### src/rtl/mem_access_if.sv
// Data-bus bundle between the memory-access stage (master) and the data memory (slave).
interface mem_access_if;
  logic        bus_req_o;
  logic        bus_we_o;
  logic [31:0] bus_addr_o;
  logic [31:0] bus_wdata_o;
  logic        bus_ack_i;
  logic [31:0] bus_rdata_i;

  modport master (
    output bus_req_o, bus_we_o, bus_addr_o, bus_wdata_o,
    input  bus_ack_i, bus_rdata_i
  );

  modport slave (
    input  bus_req_o, bus_we_o, bus_addr_o, bus_wdata_o,
    output bus_ack_i, bus_rdata_i
  );
endinterface

### src/rtl/mem_access.sv
// Memory-access pipeline stage: issues lw/sw on a registered data bus and muxes writeback.
// Optional bus-wait abort is enabled by defining MEM_ACCESS_TIMEOUT_EN.
//
// state  | meaning
// IDLE   | pass ALU writeback through, or launch an aligned lw/sw
// ACCESS | bus request held until ack (or timeout abort)
// DONE   | one cycle of lw writeback / timeout report, pipeline released
module mem_access #(
  parameter int TIMEOUT_CYCLES = 16
) (
  input  logic               clk,
  input  logic               rst,
  input  logic [4:0]         alu_op_i,
  input  logic [31:0]        mem_addr_i,
  input  logic [31:0]        store_data_i,
  input  logic               write_reg_i,
  input  logic [4:0]         write_data_num_i,
  input  logic [31:0]        write_data_i,
  mem_access_if.master       bus,
  output logic               write_reg_o,
  output logic [4:0]         write_data_num_o,
  output logic [31:0]        write_data_o,
  output logic               stall_o,
  output logic               misalign_o,
  output logic               timeout_o
);

  localparam logic [1:0] IDLE   = 2'd0;
  localparam logic [1:0] ACCESS = 2'd1;
  localparam logic [1:0] DONE   = 2'd2;

  localparam logic [4:0] OP_LW = 5'b10100;
  localparam logic [4:0] OP_SW = 5'b10101;

  logic [1:0]  state;
  logic [4:0]  rd_q;
  logic        lw_q;
  logic [31:0] rdata_q;

  logic is_mem;
  logic aligned;
  logic start;

  assign is_mem  = (alu_op_i == OP_LW) || (alu_op_i == OP_SW);
  assign aligned = (mem_addr_i[1:0] == 2'b00);
  assign start   = is_mem && aligned;

`ifdef MEM_ACCESS_TIMEOUT_EN
  localparam int CNT_W = (TIMEOUT_CYCLES > 1) ? $clog2(TIMEOUT_CYCLES) : 1;
  localparam logic [CNT_W-1:0] CNT_LAST = CNT_W'(TIMEOUT_CYCLES - 1);
  logic [CNT_W-1:0] cnt;
  logic             to_q;
`endif

  always_ff @(posedge clk) begin
    if (rst) begin
      state           <= IDLE;
      bus.bus_req_o   <= 1'b0;
      bus.bus_we_o    <= 1'b0;
      bus.bus_addr_o  <= 32'h0;
      bus.bus_wdata_o <= 32'h0;
      rdata_q         <= 32'h0;
      rd_q            <= 5'h0;
      lw_q            <= 1'b0;
`ifdef MEM_ACCESS_TIMEOUT_EN
      cnt             <= '0;
      to_q            <= 1'b0;
`endif
    end else begin
      case (state)
        IDLE: begin
          if (start) begin
            state           <= ACCESS;
            bus.bus_req_o   <= 1'b1;
            bus.bus_we_o    <= (alu_op_i == OP_SW);
            bus.bus_addr_o  <= {2'b00, mem_addr_i[31:2]};
            bus.bus_wdata_o <= store_data_i;
            rd_q            <= write_data_num_i;
            lw_q            <= (alu_op_i == OP_LW);
`ifdef MEM_ACCESS_TIMEOUT_EN
            cnt             <= '0;
            to_q            <= 1'b0;
`endif
          end
        end
        ACCESS: begin
          // ack in the final allowed cycle still completes the access normally
          if (bus.bus_ack_i) begin
            rdata_q       <= bus.bus_rdata_i;
            bus.bus_req_o <= 1'b0;
            state         <= DONE;
          end
`ifdef MEM_ACCESS_TIMEOUT_EN
          else if (cnt == CNT_LAST) begin
            bus.bus_req_o <= 1'b0;
            to_q          <= 1'b1;
            state         <= DONE;
          end else begin
            cnt <= cnt + 1'b1;
          end
`endif
        end
        DONE: begin
          state <= IDLE;
`ifdef MEM_ACCESS_TIMEOUT_EN
          to_q  <= 1'b0;
`endif
        end
        default: state <= IDLE;
      endcase
    end
  end

  always_comb begin
    write_reg_o      = 1'b0;
    write_data_num_o = 5'h0;
    write_data_o     = 32'h0;
    stall_o          = 1'b0;
    misalign_o       = 1'b0;
    timeout_o        = 1'b0;
    if (!rst) begin
      case (state)
        IDLE: begin
          if (is_mem) begin
            misalign_o = ~aligned;
            stall_o    = aligned;
          end else begin
            write_reg_o      = write_reg_i;
            write_data_num_o = write_data_num_i;
            write_data_o     = write_data_i;
          end
        end
        ACCESS: stall_o = 1'b1;
        DONE: begin
          write_data_num_o = rd_q;
          write_data_o     = rdata_q;
`ifdef MEM_ACCESS_TIMEOUT_EN
          write_reg_o      = lw_q & ~to_q;
          timeout_o        = to_q;
`else
          write_reg_o      = lw_q;
`endif
        end
        default: ;
      endcase
    end
  end

endmodule
### src/flat_wrapper.sv
// flat-port wrapper written by rule: the top's interface ports become plain ports
module mem_access_flat 
#(
  parameter int TIMEOUT_CYCLES = 16
)
  (clk, rst, alu_op_i, mem_addr_i, store_data_i, write_reg_i, write_data_num_i, write_data_i, write_reg_o, write_data_num_o, write_data_o, stall_o, misalign_o, timeout_o, bus_bus_req_o, bus_bus_we_o, bus_bus_addr_o, bus_bus_wdata_o, bus_bus_ack_i, bus_bus_rdata_i);
  mem_access_if bus_i ();
  input  logic clk;
  input  logic rst;
  input  logic [4:0] alu_op_i;
  input  logic [31:0] mem_addr_i;
  input  logic [31:0] store_data_i;
  input  logic write_reg_i;
  input  logic [4:0] write_data_num_i;
  input  logic [31:0] write_data_i;
  output logic write_reg_o;
  output logic [4:0] write_data_num_o;
  output logic [31:0] write_data_o;
  output logic stall_o;
  output logic misalign_o;
  output logic timeout_o;
  output wire logic [$bits(bus_i.bus_req_o)-1:0] bus_bus_req_o;
  output wire logic [$bits(bus_i.bus_we_o)-1:0] bus_bus_we_o;
  output wire logic [$bits(bus_i.bus_addr_o)-1:0] bus_bus_addr_o;
  output wire logic [$bits(bus_i.bus_wdata_o)-1:0] bus_bus_wdata_o;
  input wire logic [$bits(bus_i.bus_ack_i)-1:0] bus_bus_ack_i;
  input wire logic [$bits(bus_i.bus_rdata_i)-1:0] bus_bus_rdata_i;
  assign bus_bus_req_o = bus_i.bus_req_o;
  assign bus_bus_we_o = bus_i.bus_we_o;
  assign bus_bus_addr_o = bus_i.bus_addr_o;
  assign bus_bus_wdata_o = bus_i.bus_wdata_o;
  assign bus_i.bus_ack_i = bus_bus_ack_i;
  assign bus_i.bus_rdata_i = bus_bus_rdata_i;
  mem_access #(.TIMEOUT_CYCLES(TIMEOUT_CYCLES)) u_core (.clk(clk), .rst(rst), .alu_op_i(alu_op_i), .mem_addr_i(mem_addr_i), .store_data_i(store_data_i), .write_reg_i(write_reg_i), .write_data_num_i(write_data_num_i), .write_data_i(write_data_i), .bus(bus_i), .write_reg_o(write_reg_o), .write_data_num_o(write_data_num_o), .write_data_o(write_data_o), .stall_o(stall_o), .misalign_o(misalign_o), .timeout_o(timeout_o));
endmodule
### config.mk
export PLATFORM = sky130hd
export DESIGN_NAME = mem_access_flat
export DESIGN_NICKNAME = d
export VERILOG_FILES = /design/src/rtl/mem_access_if.sv /design/src/rtl/mem_access.sv /design/src/flat_wrapper.sv
export SDC_FILE = /design/constraint.sdc
export NUM_CORES = 1
export LEC_CHECK = 0
export CAP_MARGIN = 20
export CORE_ASPECT_RATIO = 1.4
export CORE_MARGIN = 2
export CORE_UTILIZATION = 35
export CTS_CLUSTER_SIZE = 16
export DETAILED_ROUTE_END_ITERATION = 8
export PLACE_DENSITY = 0.77
export SLEW_MARGIN = 10
export SYNTH_ARGS = -nofsm -noshare
export SYNTH_HDL_FRONTEND = slang
export SYNTH_SLANG_ARGS = --single-unit
### constraint.sdc
create_clock -name clk -period 1.76 [get_ports clk]
set_input_delay 0.44 -clock clk [delete_from_list [all_inputs] [get_ports clk]]
set_output_delay 0.44 -clock clk [all_outputs]
set_load 0.02 [all_outputs]
# Yosys cells after proc, flatten, opt, wreduce, memory -nomap -nowiden
# Cells that the tools add are included.
# W data, S select, Z words.
[op_classes]
n_eq_ne = 6
mux = 21
n_bitwise = 1
n_reduce_logical = 9
[op_table]
columns = ["operator", "n"]
rows = [
  ["$mux W32", 2],
  ["$pmux W32 S2", 1],
  ["$eq A5 B5 Y1 const B", 2],
  ["$mux W5", 2],
  ["$pmux W5 S2", 1],
  ["$mux W1", 9],
  ["$pmux W1 S2", 3],
  ["$reduce_and A2 Y1", 3],
  ["$logic_not A2 Y1", 2],
  ["$mux W2", 2],
  ["$pmux W2 S2", 1],
  ["$reduce_and A3 Y1", 1],
  ["$eq A2 B1 Y1 const B", 1],
  ["$eq A2 B2 Y1 const B", 1],
  ["$ne A2 B1 Y1 const B", 1],
  ["$ne A2 B2 Y1 const B", 1],
  ["$reduce_bool A2 Y1", 1],
  ["$logic_and A1 B1 Y1", 1],
  ["$logic_or A1 B1 Y1", 1],
  ["$not A1 Y1", 1],
]
[word_totals]
reg_bits = 104
input_bits = 142
wordCells = 45

# Depth between registers and ports, before layout
# Gate-level depths: netlist of the first run.
[depth]
ltp_word = 5
ltp_mapped = 6

# Worst setup path after synthesis of the first run
# No wires, ideal clock.
[synth_path]
path_kind = "input to output"
start = "in mem_addr_i[1]"
end = "out stall_o"
t_arrival_ns = 1.668
required_time_ns = 1.320
setup_slack_ns = -0.348
stages = 4
n_path_buf = 1
path_cell_list = "nor4_2 buf_2 a21oi_1 nor3_1"
[synth_via]
elab_chain_len = 4
[synth_lines]
columns = ["element", "line_no", "text"]
rows = [
  ["from (decl)", "flat_wrapper.sv:11", "input logic [31:0] mem_addr_i;"],
  ["$logic_not A2 Y1", "mem_access.sv:45", "assign aligned = (mem_addr_i[1:0] == 2'b00);"],
  ["$mux W1", "mem_access.sv:124", "if (is_mem) begin"],
  ["$pmux W1 S2", "mem_access.sv:122", "case (state)"],
  ["$mux W1", "mem_access.sv:121", "if (!rst) begin"],
  ["to (decl)", "flat_wrapper.sv:19", "output logic stall_o;"],
]
# Every way passes these cells.

# Final worst setup path of the first run
[layout_path]
start = "reg u_core.state[1]"
end = "out write_data_o[11]"
[layout_via]
elab_chain_len = 3
elab_cells_between_ends = 4
cone_classes = "eq/ne (1); mux (2); reduce/logical (1)"
[layout_lines]
columns = ["element", "line_no", "text"]
rows = [
  ["from (decl)", "mem_access.sv:35", "logic [1:0] state;"],
  ["from (signal assigned)", "mem_access.sv:57", "state <= IDLE;"],
  ["from (signal assigned)", "mem_access.sv:73", "state <= ACCESS;"],
  ["from (signal assigned)", "mem_access.sv:91", "state <= DONE;"],
  ["$eq A2 B2 Y1 or $logic_not A2 Y1 (tied branches)", "mem_access.sv:122", ""],
  ["$pmux W32 S2 (*)", "mem_access.sv:122", ""],
  ["$mux W32 (*)", "mem_access.sv:121", ""],
  ["to (decl)", "flat_wrapper.sv:18", "output logic [31:0] write_data_o;"],
]
# Mark *: on every way between the ends. The rest lies on a longest branch, timed or not.

==> results.ini, run 1 <==
[final_layout]
synthToLayoutAreaGrowth_pct=92.2
drive_above_1_share=0.244
regArea_mm2=0.00209
nets=974
num_antenna_cells=0
n_fill_cell=948
multi_input_area_mm2=0.00243

[grt]
grt_pass1_wl_mm=27.0
antenna_found_initial=0
grt-ovfl-total=0
track_usage=0.250
grt_max_degree=71
first_global_vias=5265

[synth]
ys_seq_elements=104
synth_compound_area_frac=0.272
synthMuxAreaShare=0
synth_top_area_cell=dfxtp_1
synth_top_area_frac=0.470
yosysWarningCount=0
ys_seq_area_frac=0.470
ys_async_sr_fraction=0
synthTopCellsByCount=a21oi_1 (104), dfxtp_1 (104), nand3_1 (68), nand2_1 (66), o21ai_0 (59)
avgSynthCellArea_um2=7.73
synth_top_family_by_area=compound AO/OA/AOI/OAI gates
synth_ff_type=dfxtp_1
ys_types=24
synth_fa_ha_area_frac=0
syn_inst=573
yosys.area_share.xor_xnor=0
synthTopCellsByArea=dfxtp_1 (47%), a21oi_1 (12%), nand3_1 (7.7%), a32oi_1 (7.5%), o21ai_0 (6.7%)
synth_edf_count=0
synth_area_mm2=0.00443
synthSimpleGateAreaFrac=0.187

[cts]
cts_tree=done
h-tree-depth=3
clockBufferDepth=2
clk_latency_ns=0.34
numCtsBuffers=9
cts.clk_slew.worst_paths_ns=0.07
holdBufCountCts=0
cts-root-buf=clkbuf_16
cts.sinks=104

[timing]
hold_viol_final=0
rsz0062_at_grt=yes
hold_ws_ns=0.466
fin_setup_tns_ns=-16.23
min_period_ns=2.19
setup_viol=107
setup_ws_ns=-0.430
skew_ns=0.00948
slew_viol_final=0
fmax_mhz=457
finalCritPeriodShare=1.24

[power_and_ir_drop]
power_density_mw_per_mm2=627
vdd_drop_max_v=0.000404
power.leakage_nw=3.89

[floorplanning]
initial_core_util=0.358
die_area_mm2=0.0136
ioPinCount=249
row_count=48
die_w_um=99.1
die_h_um=137
core_area_mm2=0.0124

[detailed_routing]
wl_per_cell_um=19.5
viasPerCell=5.63
routed-via-count=5553
ant_nets=0
drt-pass1-iter-count=5
drt_iter0_drc=223
drc=0
drt-total-wl_mm=19.3

[worst_setup_path]
critPathSlowestCell=dfxtp_4
crit_path_end_kind=output pin
slowest_delay_ns=0.35
critPathKind=reg2out
worstSetupStartpointType=flip-flop
critPathMostFrequentCell=buf_12
cp.required_ns=1.32
cp.arrival_ns=1.75
crit_buf_inv=5
path_max_fanout=4
crit_chain=buf_12, nor2_4, buf_12, buf_12, buf_6, a32oi_1, nor3_1, buf_2
cp_top_family=buffers and inverters

[place]
portBuffers=245
place.gp.congestion=0.839
hpwl_mm=11.7

[status]
status=finished with violations
violations=setup timing

[flow_run]
drv_cap=0

[min_path]
worstHoldPathType=reg2reg

[tightest hold or removal path, cell delays in order (launching register included)]
cell     delay, ns
dfxtp_1       0.31
nand2_1       0.05
a21oi_1       0.06
[registers in the layout (all words and copies together) (netlist names)]
register / cells
u_core.bus.bus_wdata_o: 32
u_core.bus.bus_we_o: 1
u_core.state: 2
u_core.rd_q: 5
u_core.lw_q: 1
u_core.bus.bus_req_o: 1
u_core.rdata_q: 32
u_core.bus.bus_addr_o: 30
[what timing repair did]
action / CTS / global route
pin swaps: 28 / 35
resized for setup: 282 / 106
gates cloned: 6 / 4
setup endpoints to repair: 115 / 157
buffers inserted: 20 / 14
[metrics by stage]
| step | std cells | power [mW] | utilization | instance area (um^2) | setup WS (ns) |
|---|---|---|---|---|---|
| after floorplan | 575 | 2.75 | - | 4580 | -0.116 |
| after detailed placement | 930 | 3.28 | 0.586 | 7250 | -1.09 |
| after CTS | 972 | 5.30 | 0.650 | 8040 | -0.418 |
| after global routing | 987 | 5.54 | 0.689 | 8520 | -0.497 |
| final | 987 | 5.34 | 0.689 | 8520 | -0.430 |
| after global placement | 930 | 3.27 | 0.586 | 7250 | -1.08 |
[layer usage]
metal	wire length (um)	GRT usage	vias up
met5	0	0	-
met4	836	0.134	0
met3	1180	0.0495	66
met2	10300	0.448	262
met1	6980	0.277	2661
li1	-	-	2564
[power by group]
part	internal, mW	switching [mW]	total (mW)
registers	2.36	0.00805	2.37
logic	0.555	0.423	0.979
clock network	1.11	0.884	1.99
total	4.02	1.32	5.34
[worst paths after layout]
kind,startpoint,endpoint,slack [ns],depth (start not counted)
worst min-delay path,u_core.rdata_q[26],u_core.rdata_q[26],0.47,2
worst max-delay path,u_core.state[1],write_data_o[11],-0.43,8
worst min register to register,u_core.rdata_q[26],u_core.rdata_q[26],0.47,2
worst max register to register,u_core.state[1],u_core.bus.bus_addr_o[23],-0.12,5
[area by class of cell]
cell class,count,share of cell area
timing repair buffer,317,0.413
clock buffer,9,0.0264
tap,150,0.0220
sequential,104,0.245
multi-input combinational,400,0.285
clock inverter,7,0.00823
[cell families (layout without fill, tap and decap cells)]
logic type / count (synthesis) / after routing
other cells: 1 / 3
buf+inv: 71 / 333
compound gates: 212 / 212
flops: 104 / 104
simple gates: 185 / 185
[cell usage in the layout, fill, tap and decap left out, drive strengths merged, types with 36 or more instances in the layout]
| master | Yosys | layout |
|---|---|---|
| a32oi | 38 | 38 |
| dlymetal6s2s | 0 | 49 |
| nor2 | 36 | 36 |
| buf | 21 | 115 |
| nand3 | 68 | 68 |
| o21ai | 69 | 69 |
| nand2 | 66 | 66 |
| dfxtp | 104 | 104 |
| a21oi | 104 | 104 |
| clkdlybuf4s50 | 0 | 147 |
Power figures use the tool's default switching activity.
==> run 2, diff against run 1 <==
CTS_CLUSTER_SIZE = 28   (was 16)
==> results of run 2 <==
Final layout, timing and power as in run 1 (identical DEF).
==> run 3, diff against run 2 <==
SETUP_SLACK_MARGIN = 0.02   (was not set)
==> run 3 against run 2 <==
Effect of this change: the run still ends with setup timing left; sequential cell count unchanged; cell area down 1.5%; utilization down 1.0 points; largest power group unchanged; highest routed layer unchanged.
==> results.ini, run 3 (synthesis results as in run 1) <==
[status]
status=finished with violations
violations=setup timing

[floorplanning]
ioPinCount=249  ; unchanged
initial_core_util=0.358  ; unchanged
die_h_um=137  ; unchanged
core_area_mm2=0.0124  ; unchanged
die_area_mm2=0.0136  ; unchanged
row_count=48  ; unchanged
die_w_um=99.1  ; unchanged

[detailed_routing]
viasPerCell=5.61  ; -0.25%
wl_met2_mm=10.4  ; +0.89%
drc=0  ; unchanged
drt_iter0_drc=207  ; -7.2%
ant_nets=0  ; unchanged
wl_per_cell_um=19.8  ; +1.5%
drt-pass1-iter-count=5  ; unchanged
wl_met3_mm=1.24  ; +4.9%
drt-met1-wl_mm=6.74  ; -3.5%
routed-via-count=5511  ; -0.76%
top_layer=met4
drt-total-wl_mm=19.5  ; +1.0%

[grt]
track_usage=0.260  ; +0.00978
grt_pass1_wl_mm=28.0  ; +3.4%
first_global_vias=5449  ; +3.5%
grt_max_degree=71  ; unchanged
grt-ovfl-total=0  ; unchanged
antenna_found_initial=0  ; unchanged

[place]
dp.cells=930  ; unchanged
hpwl_mm=12.1  ; +2.8%
portBuffers=245  ; unchanged
place.gp.congestion=0.849  ; +1.2%
dpl-instance-area_mm2=0.00724  ; -0.17%

[cts]
clk_latency_ns=0.35  ; about the same
cts.sinks=104  ; unchanged
holdBufCountCts=0  ; unchanged
clockBufferDepth=2  ; unchanged
numCtsBuffers=9  ; unchanged
h-tree-depth=3  ; unchanged
cts.clk_slew.worst_paths_ns=0.06  ; about the same
cts_tree=done
cts-root-buf=clkbuf_16

[worst_setup_path]
crit_path_end_kind=output pin
cp.arrival_ns=1.66  ; -0.09 ns
r2r-start=u_core.state[0]
critPathKind=in2out
endpoint=write_data_o[29]
worstSetupStartpointType=input port
slowest_delay_ns=0.29  ; -0.06 ns
reg2reg_slack_ns=0.08  ; +0.20 ns
r2r_end=u_core.bus.bus_wdata_o[7]
cp_num_cells=8  ; unchanged
critPathSlowestCell=nand4bb_4
cp.required_ns=1.32  ; about the same
crit_buf_inv=5  ; unchanged
crit_chain=buf_8, nand4bb_4, buf_6, buf_12, buf_6, a32oi_2, nor2_2, buf_6
reg2reg_depth=5  ; unchanged
cp_top_family=buffers and inverters
critPathMostFrequentCell=buf_6
cp-startpoint=alu_op_i[3]
path_max_fanout=6  ; +2

[power_and_ir_drop]
netSwitchingFraction=0.247  ; +0.000305
power_density_mw_per_mm2=636  ; +1.5%
vdd_drop_max_v=0.000479  ; +18%
p_int_mw=4.02  ; about the same
power.leakage_nw=3.58  ; -8.0%
clkPwrFrac=0.372  ; about the same
p_sw_mw=1.32  ; +0.13%
power_mw=5.34  ; about the same
sequentialPowerShare=0.444  ; about the same
comb_power_share=0.184  ; about the same

[final_layout]
n_fill_cell=973  ; +2.6%
synthToLayoutAreaGrowth_pct=89.4
finalNonFillerCells=982  ; -0.51%
layout_common_cells=clkdlybuf4s50_1 (135), a21oi_1 (103), dfxtp_1 (102), nand3_1 (68), nand2_1 (66)
drive_above_1_share=0.255  ; +0.0111
final_area_mm2=0.00839  ; -1.5%
nets=969  ; -0.51%
num_antenna_cells=0  ; unchanged
final_common_cell=clkdlybuf4s50_1
reg_top3=u_core.bus.bus_wdata_o (32), u_core.rdata_q (32), u_core.bus.bus_addr_o (30)
final_core_util=0.678  ; -0.0101

[flow_run]
drv_cap=0  ; unchanged

[timing]
min_period_ns=2.10  ; -0.0897 ns
tightestPinTransition_ns=0.613
setup_ws_ns=-0.340  ; +0.0897 ns
fmax_mhz=476  ; +4.3%
setup_viol=40  ; -63%
hold_viol_final=0  ; unchanged
relSlewSlack=0.591
rsz0062_at_grt=yes
skew_ns=0.00789  ; -0.00159 ns
finalCritPeriodShare=1.19  ; -0.0510
slew_viol_final=0  ; unchanged

[min_path]
worstHoldPathType=reg2reg

==> run 3: cell type report <==
type                       count  area [um^2]  area share
clock buffer                  11          233      0.0277
clock inverter                 5         57.6     0.00686
timing repair buffer         312         3300       0.394
multi-input combinational    400         2520       0.300
sequential                   104         2090       0.249
tap                          150          188      0.0224
==> run 3: worst reg2reg max path: stages, from the launching register on <==
cell     delay, ns
dfxtp_4       0.36
buf_4         0.15
or4_4         0.56
buf_12        0.20
o21ai_0       0.19
a21oi_1       0.10
==> run 3: repair_timing <==
item                       4_1_cts  5_1_grt
buffers inserted                24        7
gates resized for setup        357       70
pin swaps                       53       17
cloned                           3        4
setup endpoints to repair      152      114
==> run 3: per-layer routing <==
| metal | vias up | track usage |
|---|---|---|
| met3 | 86 | 0.0516 |
| met2 | 297 | 0.463 |
| met4 | 0 | 0.157 |
| met1 | 2573 | 0.282 |
| li1 | 2555 | - |
| met5 | - | 0 |
==> run 3: worst min-delay path by stage <==
| stage | from | cells past startpoint | slack (ns) | end |
|---|---|---|---|---|
| 6_report | u_core.rdata_q[26] | 2 | 0.47 | u_core.rdata_q[26] |
| 3_3_place_gp | u_core.rdata_q[2] | 2 | 0.44 | u_core.rdata_q[2] |
| 5_1_grt | u_core.bus.bus_addr_o[7] | 2 | 0.49 | u_core.bus.bus_addr_o[7] |
| 3_5_place_dp | u_core.rdata_q[0] | 2 | 0.45 | u_core.rdata_q[0] |
| 2_1_floorplan | u_core.rdata_q[0] | 2 | 0.44 | u_core.rdata_q[0] |
| 4_1_cts | u_core.bus.bus_req_o | 2 | 0.46 | u_core.bus.bus_req_o |
==> run 3: stage by stage <==
stage,hold WS [ns],setup TNS [ns],setup WS (ns)
2_1_floorplan,0.436,-0.419,-0.116
3_3_place_gp,0.443,-85.09,-1.07
3_5_place_dp,0.452,-88.62,-1.08
4_1_cts,0.465,-12.06,-0.390
5_1_grt,0.492,-13.28,-0.385
6_report,0.473,-11.30,-0.340
==> run 3: power by group through the flow <==
stage / sequential (mW) / clock, mW / combinational, mW
global route: 2.37 / 2.12 / 1.04
floorplan: 2.44 / 0 / 0.314
global placement: 2.43 / 0 / 0.837
CTS: 2.37 / 2.01 / 0.931
finish: 2.37 / 1.98 / 0.984
detailed placement: 2.43 / 0 / 0.850
